File: config.mk
export PLATFORM = sky130hd
export DESIGN_NAME = seq_magnitude_comparator
export DESIGN_NICKNAME = d
export VERILOG_FILES = /design/src/rtl/seq_magnitude_comparator_pkg.sv /design/src/rtl/slice_comparator.sv /design/src/rtl/seq_magnitude_comparator.sv
export SDC_FILE = /design/constraint.sdc
export NUM_CORES = 1
export LEC_CHECK = 0
export CAP_MARGIN = 5
export CORE_MARGIN = 8
export CORE_UTILIZATION = 47
export CTS_BUF_LIST = sky130_fd_sc_hd__clkbuf_2
export CTS_CLUSTER_DIAMETER = 200
export DETAILED_ROUTE_END_ITERATION = 10
export PLACE_DENSITY = 0.86
export SYNTH_ARGS = -nofsm -noshare
export SYNTH_HDL_FRONTEND = slang
export SYNTH_SLANG_ARGS = --single-unit
File: constraint.sdc
create_clock -name clk -period 4.4 [get_ports clk]
set_clock_uncertainty 0.2 [all_clocks]
set_input_delay 0.44 -clock clk [delete_from_list [all_inputs] [get_ports clk]]
set_output_delay 0.44 -clock clk [all_outputs]
set_load 0.03 [all_outputs]
File: src/rtl/seq_magnitude_comparator_pkg.sv
// Shared definitions for the sequential magnitude comparator: FSM state
// encoding and a constant clog2 used to size the counters.
package seq_magnitude_comparator_pkg;

  typedef enum logic {
    ST_IDLE    = 1'b0,
    ST_COMPARE = 1'b1
  } state_e;

  // Ceiling log2; clog2(0) and clog2(1) both return 0.
  function automatic int clog2(input int unsigned value);
    int unsigned v;
    int          r;
    r = 0;
    if (value > 1) begin
      v = value - 1;
      while (v > 0) begin
        r++;
        v = v >> 1;
      end
    end
    return r;
  endfunction

endpackage

File: src/rtl/slice_comparator.sv
// Combinational unsigned compare of one slice of the two operands.
module slice_comparator #(
  parameter int W = 4
) (
  input  logic [W-1:0] a_i,
  input  logic [W-1:0] b_i,
  output logic         gt_o,
  output logic         eq_o,
  output logic         lt_o
);

  assign gt_o = (a_i >  b_i);
  assign eq_o = (a_i == b_i);
  assign lt_o = (a_i <  b_i);

endmodule

File: src/rtl/seq_magnitude_comparator.sv
// Multi-cycle WIDTH-bit magnitude comparator: walks the operands one slice per
// clock, MSB slice first, and stops at the first slice that differs.
module seq_magnitude_comparator
  import seq_magnitude_comparator_pkg::*;
#(
  parameter  int WIDTH      = 16,
  parameter  int SLICE      = 4,
  localparam int NUM_SLICES = WIDTH / SLICE,
  localparam int CW         = clog2(NUM_SLICES + 1)
) (
  input  logic             clk,
  input  logic             rst,
  input  logic             start,
  input  logic             signed_mode,
  input  logic [WIDTH-1:0] a,
  input  logic [WIDTH-1:0] b,
  output logic             busy,
  output logic             done,
  output logic             greater,
  output logic             equal,
  output logic             smaller,
  output logic [CW-1:0]    cycles
);

  localparam int IW = (NUM_SLICES > 1) ? clog2(NUM_SLICES) : 1;

  if ((SLICE < 1) || (SLICE > WIDTH) || ((WIDTH % SLICE) != 0)) begin : g_bad_params
    $error("seq_magnitude_comparator: WIDTH must be a non-zero multiple of SLICE");
  end

  state_e            state_q, state_d;
  logic [WIDTH-1:0]  a_q, a_d;
  logic [WIDTH-1:0]  b_q, b_d;
  logic [IW-1:0]     idx_q, idx_d;
  logic [CW-1:0]     cycles_q, cycles_d;
  logic              busy_q, busy_d;
  logic              done_q, done_d;
  logic              greater_q, greater_d;
  logic              equal_q, equal_d;
  logic              smaller_q, smaller_d;

  logic [SLICE-1:0]  a_slice, b_slice;
  logic              sl_gt, sl_eq, sl_lt;

  assign a_slice = a_q[int'(idx_q)*SLICE +: SLICE];
  assign b_slice = b_q[int'(idx_q)*SLICE +: SLICE];

  slice_comparator #(
    .W (SLICE)
  ) u_slice_cmp (
    .a_i  (a_slice),
    .b_i  (b_slice),
    .gt_o (sl_gt),
    .eq_o (sl_eq),
    .lt_o (sl_lt)
  );

  always_comb begin
    // NOTE: every variable gets a default first so no path leaves it unassigned,
    // which would otherwise infer a latch.
    state_d   = state_q;
    a_d       = a_q;
    b_d       = b_q;
    idx_d     = idx_q;
    cycles_d  = cycles_q;
    busy_d    = busy_q;
    done_d    = 1'b0;
    greater_d = greater_q;
    equal_d   = equal_q;
    smaller_d = smaller_q;

    unique case (state_q)
      ST_IDLE: begin
        if (start) begin
          a_d = a;
          b_d = b;
          // Offset-binary: flipping the sign bit makes unsigned order match signed order.
          if (signed_mode) begin
            a_d[WIDTH-1] = ~a[WIDTH-1];
            b_d[WIDTH-1] = ~b[WIDTH-1];
          end
          idx_d     = IW'(NUM_SLICES - 1);
          cycles_d  = '0;
          greater_d = 1'b0;
          equal_d   = 1'b0;
          smaller_d = 1'b0;
          busy_d    = 1'b1;
          state_d   = ST_COMPARE;
        end
      end

      ST_COMPARE: begin
        cycles_d = cycles_q + CW'(1);
        if (!sl_eq) begin
          greater_d = sl_gt;
          smaller_d = sl_lt;
          done_d    = 1'b1;
          busy_d    = 1'b0;
          state_d   = ST_IDLE;
        end else if (idx_q == '0) begin
          equal_d = 1'b1;
          done_d  = 1'b1;
          busy_d  = 1'b0;
          state_d = ST_IDLE;
        end else begin
          idx_d = idx_q - IW'(1);
        end
      end

      default: state_d = ST_IDLE;
    endcase
  end

  // NOTE: sequential state uses non-blocking assignments so all registers
  // update together from values sampled at the same edge.
  always_ff @(posedge clk) begin
    if (rst) begin
      state_q   <= ST_IDLE;
      a_q       <= '0;
      b_q       <= '0;
      idx_q     <= '0;
      cycles_q  <= '0;
      busy_q    <= 1'b0;
      done_q    <= 1'b0;
      greater_q <= 1'b0;
      equal_q   <= 1'b0;
      smaller_q <= 1'b0;
    end else begin
      state_q   <= state_d;
      a_q       <= a_d;
      b_q       <= b_d;
      idx_q     <= idx_d;
      cycles_q  <= cycles_d;
      busy_q    <= busy_d;
      done_q    <= done_d;
      greater_q <= greater_d;
      equal_q   <= equal_d;
      smaller_q <= smaller_d;
    end
  end

  assign busy    = busy_q;
  assign done    = done_q;
  assign greater = greater_q;
  assign equal   = equal_q;
  assign smaller = smaller_q;
  assign cycles  = cycles_q;

endmodule
# Word-level counts from Yosys, hierarchy flattened
# Index checks and enable logic that the tools add are counted.
[classes]
bitwise_logic = 3
n_mux = 26
magnitude_cmp = 2
shift = 2
n_reduce_logical = 7
n_addsub = 2
eq_ne = 7
[ops]
columns = ["op", "count"]
rows = [
  ["$shiftx A16 B5 Y4", 2],
  ["$mux W1", 15],
  ["$pmux W1 S2", 5],
  ["$mux W2", 3],
  ["$ne A2 B2 Y1 const B", 3],
  ["$pmux W3 S2", 1],
  ["$reduce_and A2 Y1", 3],
  ["$reduce_and A3 Y1", 2],
  ["$eq A4 B4 Y1", 1],
  ["$gt A4 B4 Y1", 1],
  ["$lt A4 B4 Y1", 1],
  ["$ne A2 B1 Y1 const B", 2],
  ["$pmux W2 S2", 1],
  ["$add A3 B1 Y3 const B", 1],
  ["$mux W3", 1],
  ["$ne A3 B2 Y1 const B", 1],
  ["$not A1 Y1", 3],
  ["$logic_not A2 Y1", 1],
  ["$reduce_or A2 Y1", 1],
  ["$sub A2 B1 Y2 const B", 1],
]
[totals]
ff_bits = 43
word_cells = 59
out_inout_bits = 8
input_bits = 36

# Longest topological paths before layout
# Gate-level depths: netlist of run 1.
[logic_depth]
ltp_word = 4
ltp_mapped = 8
ltp_nobuf = 7

# Modules after synthesis
# Synthesis of run 1 repeated with hierarchy kept, for this count alone.
[unflattened]
cells_unflattened = 221
hier_area_um2 = 1934.4
[by_module_without_submodules]
columns = ["module", "seq_area_each_um2", "area_each_um2", "n_inst", "cells_each"]
rows = [
  ["seq_magnitude_comparator", 860.8, 1805.5, 1, 205],
  ["slice_comparator", 0.0, 128.9, 1, 16],
]

# Least setup slack after synthesis of run 1
# OpenSTA, ideal clock, no wires.
[synth_timing]
path_kind = "flip-flop to flip-flop"
start = "register idx_q[0]"
end = "register idx_q[1]"
setup_ns = 0.086
required_time_ns = 4.114
synth_period_minus_slack_ns = 2.214
arrival_ns = 1.929
path_stages_with_launch = 8
setup_slack_ns = 2.186
path_buffers = 1
path_cell_list = "dfxtp_1 > buf_4 > mux4_2 > ha_1 > nand4_2 > nor3b_4 > nor3_1 > a211oi_1"
[synth_between]
elab_chain_cells = 4
word_cells_on_any_way = 11
cone_classes = "add/sub (1); eq/ne (3); shift (2); mux (3); reduce/logical (2)"
[synth_rtl]
columns = ["element", "line_no", "text"]
rows = [
  ["start: declaration", "seq_magnitude_comparator.sv:34", "logic [IW-1:0] idx_q, idx_d;"],
  ["start signal: assignment", "seq_magnitude_comparator.sv:132", "idx_q <= idx_d;"],
  ["$shiftx A16 B5 Y4, or another cell as far along", "seq_magnitude_comparator.sv:45", "assign a_slice = a_q[int'(idx_q)*SLICE +: SLICE];"],
  ["$eq A4 B4 Y1 or $mux W2 (tied branches)", "slice_comparator.sv:13, seq_magnitude_comparator.sv:100", ""],
  ["$ne A2 B1 Y1 (no source line) or $mux W2 (tied branches)", "--", ""],
  ["$reduce_and A3 Y1 (no source line) or $pmux W2 S2 (tied branches)", "--", ""],
]
# Several ways; a longest one is shown, not always the timed one. The select of a mux whose other input is x is not followed.
# A chain may end at the register's enable or synchronous reset.

# Worst setup path after layout of run 1
# Same ends and word-level chain as after synthesis.

==> results of run 1 <==
==> final cells by class <==
class	instances	area share
Timing Repair Buffer	44	0.189
Clock buffer	6	0.0130
Sequential cell	43	0.371
Multi-Input combinational cell	145	0.385
Tap cell	50	0.0270
Clock inverter	2	0.00324
Inverter	7	0.0113
==> worst paths after layout <==
kind / from / endpoint
max: idx_q[0]$_SDFFE_PP0P_ / idx_q[1]$_SDFFE_PP0P_
min: b_q[3]$_SDFFE_PP0P_ / b_q[3]$_SDFFE_PP0P_
max reg2reg: idx_q[0]$_SDFFE_PP0P_ / idx_q[1]$_SDFFE_PP0P_
min reg2reg: b_q[3]$_SDFFE_PP0P_ / b_q[3]$_SDFFE_PP0P_
==> layout by cell type, fill, tap and decap left out, types with 2 or more instances in the layout <==
cell type,n
nand2_1,60
inv_1,7
dfxtp_1,43
nand3b_1,2
nor2_1,11
o21ai_0,2
nor2b_1,2
ha_1,6
clkdlybuf4s50_1,43
clkbuf_2,6
a211oi_1,3
xnor2_1,2
a21oi_1,36
mux4_2,8
clkinv_1,2
==> state kept, by name, summed over array words and instances (netlist names) <==
name     cells
a_q         16
b_q         16
cycles       3
idx_q        2
busy         1
done         1
equal        1
greater      1
smaller      1
state_q      1
==> kinds of logic after synthesis <==
| group | after synthesis |
|---|---|
| simple gates | 83 |
| compound gates | 45 |
| flops | 43 |
| buf+inv | 22 |
| mux | 9 |
| fa+ha+maj | 6 |
| xor+xnor | 2 |
==> stage by stage <==
step | std cells | setup WS (ps) | power (mW) | utilization
5_1_grt | 297 | 1530 | 0.803 | 0.592
2_1_floorplan | 210 | 2190 | 0.553 | -
3_3_place_gp | 289 | 1820 | 0.606 | 0.582
4_1_cts | 297 | 1690 | 0.764 | 0.592
3_5_place_dp | 289 | 1740 | 0.612 | 0.582
6_report | 297 | 1730 | 0.759 | 0.592
==> worst max-delay path, cell delays in order, from the launching register on <==
cell      delay, ps
dfxtp_1         720
mux4_2          580
ha_1            350
nand4_2         180
nor3b_4         260
nor3_1           70
a211oi_1        240
==> metal layers <==
layer	track usage	up-vias
li1	-	775
met1	0.141	689
met2	0.234	34
met3	0.0327	8
met4	0.0611	0
met5	0	-
==> report_power, final <==
part	switching [mW]	internal, mW
Sequential	0.0222	0.416
Clock	0.118	0.0382
Combinational	0.0782	0.0859
==> impl_metrics.ini, run 1 <==
[logic_synthesis]
yosysWarningCount = 0
yosys.area.top_type = dfxtp_1
synthTopCellsByArea = dfxtp_1, nand2_1, a21oi_1
muxShareOfSynthArea = 0.102
synth_flop_cell = dfxtp_1
synth_fa_ha_area_frac = 0.0404
yosys.area_share.simple = 0.195
synth-async-reset-ratio = 0
avgSynthCellArea_um2 = 8.84
yosysMostFrequentCell = nand2_1
synth-edff-count = 0
synthCells = 210
synth_xor_area_frac = 0.00943
ys_types = 29
synth_area_um2 = 1860
synth-seq-area-share = 0.464
syn_nets = 252
synth_common_cells = nand2_1, dfxtp_1, a21oi_1
synth_top_family_by_area = simple AND/OR/NAND/NOR gates
synth_compound_area_frac = 0.133
synth_top_area_frac = 0.464
ys_seq_elements = 43

[floorplan]
num_rows = 23
core_um2 = 3910
fp.dieH_um = 78.9
initial_core_util = 0.474
fp.dieW_um = 78.9
ios = 44
dieArea_um2 = 6220

[routing]
route.met2.wl_um = 1940
wl_per_cell_um = 13.0
antenna_left = 0
drc_errors = 0
dr.pass1.iters = 4
top_layer_used = met4
dr.first_iter.drc_count = 190
via_per_inst = 5.07
vias = 1506
wl_met1_um = 1660
drt_wl_total_um = 3860
dr_wl_met3_um = 174

[placement]
gp_congestion = 0.804
portBuffers = 43
placed_cell_area_um2 = 2280
place_hpwl_um = 2790

[critical_path]
crit_arrival_ps = 2790
r2r_setup_slack_ps = 1730
required_ps = 4530
ff2ff_path_depth = 6
worstSetupStartpointType = flip-flop
critical_path_class = flip-flop to flip-flop
crit_fanout = 10
endpoint_kind = flip-flop

[clock_tree]
cts_made_buffers = 5
root_buffer = clkbuf_2
clock_latency_ps = 400
post-cts-setup-buffer-count = 0
cts_resized = 0
cts_sinks = 43
cts_tree = yes
cts-htree-levels = 2
path_clk_slew_ps = 190
hold_buffers = 0
cts_buffer_depth = 2

[finish]
final_cell_area_um2 = 2320
ff_latch_area_um2 = 861
area_growth_pct = 24.8
fillers = 364
nets = 288
diodes = 0
multi_input_area_um2 = 892
drive_gt1_frac = 0.0688

[pwr]
cellPowerDensity_nw_per_um2 = 327
power.leakage_nw = 0.884
ir_drop_v = 0.000192

[timing]
rsz0062_at_grt = false
layout_min_cycle_time_ps = 2670
drv_slew = 0
worst_slew_pin_slew_ps = 1170
hold_viol = 0
whs_ps = 267
fmax_mhz = 375
slew_headroom = 0.221
finalSetupViolCount = 0
tns_ps = 0
post-route-period-util = 0.606

[global_route]
grt_pass1_vias = 1591
grt_max_degree = 44
grt-ovfl-total = 0
grt_use_total = 0.131
grt_pass1_wl_um = 6700
antenna_found_initial = 0

[worst_hold_path]
whs_path_depth = 2
min_path_type = flip-flop to flip-flop

[outcome]
status = completed

[run]
maxCapViolCount = 0
Note: power is estimated with default switching activity, not from simulation.
==> inputs of run 2 (changes only) <==
--- a/config.mk
+++ b/config.mk
@@ -7,11 +7,11 @@
 export LEC_CHECK = 0
 export CAP_MARGIN = 5
 export CORE_MARGIN = 8
-export CORE_UTILIZATION = 47
+export CORE_UTILIZATION = 46
 export CTS_BUF_LIST = sky130_fd_sc_hd__clkbuf_2
 export CTS_CLUSTER_DIAMETER = 200
 export DETAILED_ROUTE_END_ITERATION = 10
-export PLACE_DENSITY = 0.86
+export PLACE_DENSITY = 0.88
 export SYNTH_ARGS = -nofsm -noshare
 export SYNTH_HDL_FRONTEND = slang
 export SYNTH_SLANG_ARGS = --single-unit
==> constraint.sdc (replaced) <==
create_clock -name clk -period 2.3 [get_ports clk]
set_clock_uncertainty 0.2 [all_clocks]
set_input_delay 0.23 -clock clk [delete_from_list [all_inputs] [get_ports clk]]
set_output_delay 0.23 -clock clk [all_outputs]
set_load 0.03 [all_outputs]
==> impl_metrics.ini, run 2 (synthesized netlist as in run 1, its figures left out) <==
[finish]
final_cell_area_um2 = 2450
fillers = 318
fin_util = 0.622
layout_commonest_cell = nand2_1
ff_latch_area_um2 = 862
area_growth_pct = 32.1
diodes = 0
layout_common_cells = nand2_1, clkdlybuf4s50_1, dfxtp_1, a21oi_1, nor2_1
multi_input_area_um2 = 963
nets = 294
drive_gt1_frac = 0.127

[timing]
rsz0062_at_grt = true
slew_headroom = 0.712
fmax_mhz = 428
final.setup.worst_slack_ps = -37.6
worst_slew_pin_slew_ps = 432
post-route-period-util = 1.02
tns_ps = -66.7
drv_slew = 0
hold_viol = 0
finalSetupViolCount = 3
layout_min_cycle_time_ps = 2340

[critical_path]
endpoint_kind = flip-flop
slowest_stage = mux4_2
cp_slowest_stage_delay_ps = 530
crit_fanout = 9
required_ps = 2430
worstSetupStartpointType = flip-flop
critical_path_class = flip-flop to flip-flop
crit_chain = buf_12, mux4_2, ha_4, nand4_4, nor3b_4, buf_4, nor2_2, a21oi_2
crit_arrival_ps = 2470

[floorplan]
dieArea_um2 = 6330
fp.dieW_um = 79.5
core_um2 = 3940
ios = 44
fp.dieH_um = 79.5
num_rows = 23
initial_core_util = 0.471

[clock_tree]
path_clk_slew_ps = 200
clock_latency_ps = 400
cts_made_buffers = 5
cts_sinks = 43
hold_buffers = 0
root_buffer = clkbuf_2
cts-htree-levels = 2
cts_buffer_depth = 2
cts_tree = yes

[global_route]
antenna_found_initial = 0
grt_pass1_vias = 1547
grt_pass1_wl_um = 7000
grt_max_degree = 44
grt_use_total = 0.138
grt-ovfl-total = 0

[routing]
via_per_inst = 5.23
wl_per_cell_um = 15.0
top_layer_used = met4
dr.pass1.iters = 4
vias = 1574
drt_wl_total_um = 4510
route.met2.wl_um = 2270
antenna_left = 0
dr.first_iter.drc_count = 148
drc_errors = 0
dr_wl_met3_um = 215
wl_met1_um = 1910

[pwr]
power.internal_mw = 1.08
cellPowerDensity_nw_per_um2 = 627
ir_drop_v = 0.000355
pwr-share-clk = 0.190
power_switching_uw = 454
pwr-share-comb = 0.268
p_sw_frac = 0.296
seqPwrFrac = 0.542
power_mw = 1.54
power.leakage_nw = 0.923

[outcome]
status = finished, violations left
violations = setup timing

[placement]
portBuffers = 43
placed_cell_area_um2 = 2330
preCtsSetupSlack_ps = -53.7
place_hpwl_um = 2900
gp_congestion = 0.840

[run]
maxCapViolCount = 0

[worst_hold_path]
min_path_type = input port to flip-flop
## run 2: changes by cell type in the layout (fill, tap and decap cells not counted), sizes merged
cell and delta:
buf +6, clkinv -2
## run 2: path summary, 6_finish.rpt
path | startpoint | end | slack (ps) | cells after the start
worst min register to register | b_q[10]$_SDFFE_PP0P_ | b_q[10]$_SDFFE_PP0P_ | 270 | 2
worst min-delay path | b[5] | b_q[5]$_SDFFE_PP0P_ | 140 | 3
worst max-delay path | idx_q[0]$_SDFFE_PP0P_ | idx_q[0]$_SDFFE_PP0P_ | -40 | 8
worst max register to register | idx_q[0]$_SDFFE_PP0P_ | idx_q[0]$_SDFFE_PP0P_ | -40 | 8
## run 2: power groups by stage
stage                     Clock, mW  Sequential (mW)  Combinational [mW]
after global routing          0.319            0.839               0.441
after CTS                     0.294            0.832               0.384
after floorplan                   0            0.845               0.213
final                         0.292            0.833               0.411
after detailed placement          0            0.847               0.340
after global placement            0            0.846               0.329
## run 2: through the flow
| step | hold WS, ps | instances |
|---|---|---|
| CTS | 146 | 298 |
| detailed placement | 249 | 292 |
| global route | 132 | 301 |
| global placement | 241 | 292 |
| finish | 142 | 301 |
| floorplan | 166 | 210 |
## run 2: cell type report
| class | count | share of cell area |
|---|---|---|
| Multi-Input combinational cell | 145 | 0.393 |
| Inverter | 7 | 0.0107 |
| Tap cell | 50 | 0.0255 |
| Timing Repair Buffer | 50 | 0.207 |
| Sequential cell | 43 | 0.352 |
| Clock buffer | 6 | 0.0122 |
## run 2: what timing repair did
| action | CTS | global route |
|---|---|---|
| pin swaps | 3 | 5 |
| setup buffers | 0 | 3 |
| gates resized for setup | 6 | 4 |
| setup endpoints to repair | 4 | 4 |
## run 2: routing by layer
metal | vias to the layer above | global-route usage
met3 | 11 | 0.0360
met4 | 0 | 0.0611
met5 | - | 0
met1 | 732 | 0.158
met2 | 45 | 0.234
li1 | 786 | -
## run 2: critical path: cells and delay by family, from the launching register on
kind,cells,cell delay [ps]
AOI/OAI and AO/OA,1,120
and+or+nand+nor,3,440
buffers and inverters,2,300
muxes,1,530
adders and majority gates,1,320
DFF,1,380
==> inputs of run 3 (changes only) <==
--- a/config.mk
+++ b/config.mk
@@ -6,7 +6,7 @@
 export NUM_CORES = 1
 export LEC_CHECK = 0
 export CAP_MARGIN = 5
-export CORE_MARGIN = 8
+export CORE_MARGIN = 5
 export CORE_UTILIZATION = 46
 export CTS_BUF_LIST = sky130_fd_sc_hd__clkbuf_2
 export CTS_CLUSTER_DIAMETER = 200
==> impl_metrics.ini, run 3 (synthesized netlist as in run 1, its figures left out) <==
[outcome]
status = completed

[clock_tree]
cts_tree = yes
cts_made_buffers = 5
path_clk_slew_ps = 200
hold_buffers = 0
cts_sinks = 43
cts-htree-levels = 2
cts_buffer_depth = 2
clock_latency_ps = 390
root_buffer = clkbuf_2

[timing]
finalSetupViolCount = 0
layout_min_cycle_time_ps = 2240
post-route-period-util = 0.976
drv_slew = 0
worst_slew_pin_slew_ps = 421
hold_viol = 0
fmax_mhz = 446
whs_ps = 159
rsz0062_at_grt = true
slew_headroom = 0.719

[finish]
layout_common_cells = nand2_1, clkdlybuf4s50_1, dfxtp_1, a21oi_1, nor2_1
nets = 294
fin_util = 0.624
area_growth_pct = 32.5
diodes = 0
final_cell_area_um2 = 2460
fillers = 324
stdcell_count = 303
drive_gt1_frac = 0.119
layout_commonest_cell = nand2_1

[critical_path]
crit_family = multiplexers
rr_startpoint = idx_q[0]$_SDFFE_PP0P_
startpoint = idx_q[0]$_SDFFE_PP0P_
path_buf_inv = 1
slowest_stage = mux4_2
crit_fanout = 6
required_ps = 2410
crit_chain = buf_12, mux4_2, ha_4, nand4_4, nor3b_4, nor2_1, a21oi_1
crit_arrival_ps = 2360
endpoint_kind = flip-flop
critical_path_class = flip-flop to flip-flop
cp_slowest_stage_delay_ps = 520
worstSetupStartpointType = flip-flop

[floorplan]
dieArea_um2 = 5410
initial_core_util = 0.471
ios = 44
fp.dieW_um = 73.5
core_um2 = 3940
num_rows = 23
fp.dieH_um = 73.5

[worst_hold_path]
hold_start = a[1]
min_path_type = input port to flip-flop

[global_route]
grt_use_total = 0.151
grt-ovfl-total = 0
grt_max_degree = 44
grt_pass1_wl_um = 6340
grt_pass1_vias = 1503
antenna_found_initial = 0

[routing]
via_per_inst = 5.08
drc_errors = 0
wl_per_cell_um = 12.8
dr.pass1.iters = 6
vias = 1539
drt_wl_total_um = 3870
antenna_left = 0
dr.first_iter.drc_count = 97

[pwr]
cellPowerDensity_nw_per_um2 = 615
power.leakage_nw = 0.926
ir_drop_v = 0.000424

[placement]
placed_cell_area_um2 = 2330
placed_cells = 293
portBuffers = 43
place_hpwl_um = 2620
gp_congestion = 0.796

[run]
maxCapViolCount = 0
[run 3: path summary, 6_finish.rpt]
check | endpoint | slack [ps] | cells after the start
worst max-delay path | idx_q[0]$_SDFFE_PP0P_ | 60 | 7
worst min-delay path | a_q[1]$_SDFFE_PP0P_ | 160 | 3
worst max register to register | idx_q[0]$_SDFFE_PP0P_ | 60 | 7
worst min register to register | a_q[4]$_SDFFE_PP0P_ | 270 | 2
[run 3: cell type report]
class / instances / area (um^2) / area share
clock buffers: 6 / 30.0 / 0.0122
inverters: 7 / 26.3 / 0.0107
multi-input cells: 145 / 956 / 0.389
clock inverters: 2 / 7.51 / 0.00305
well taps: 50 / 62.6 / 0.0254
repair buffers: 50 / 512 / 0.208
flip-flops and latches: 43 / 866 / 0.352
[run 3: worst min-delay path, cell delays in order]
cell             delay (ps)
clkdlybuf4s50_1         400
nand2_1                  60
a21oi_1                  50
[run 3: repair_timing]
item | 4_1_cts | 5_1_grt
pin swaps | 1 | 6
setup endpoints to repair | 4 | 5
buffers inserted | 0 | 2
gates resized for setup | 4 | 6
[run 3: through the flow]
stage | TNS, ps | setup slack [ps] | power, mW
6_report | 0 | 55.7 | 1.51
5_1_grt | -98.4 | -46.3 | 1.61
4_1_cts | 0 | 5.33 | 1.50
3_5_place_dp | -69.8 | -40.7 | 1.18
3_3_place_gp | -2.29 | -2.29 | 1.18
2_1_floorplan | 0 | 85.5 | 1.06
[run 3: metal layers]
metal  share of wire  track usage  vias to the layer above
li1                -            -                      786
met5               0            0                        -
met3           0.058       0.0328                        4
met2            0.52        0.262                       34
met1            0.40        0.174                      715
met4           0.015       0.0724                        0
[run 3: report_power, final]
part           switching (mW)  leakage, nW  internal (mW)
logic                   0.174        0.544          0.211
registers              0.0376        0.354          0.797
clock network           0.220       0.0281         0.0732
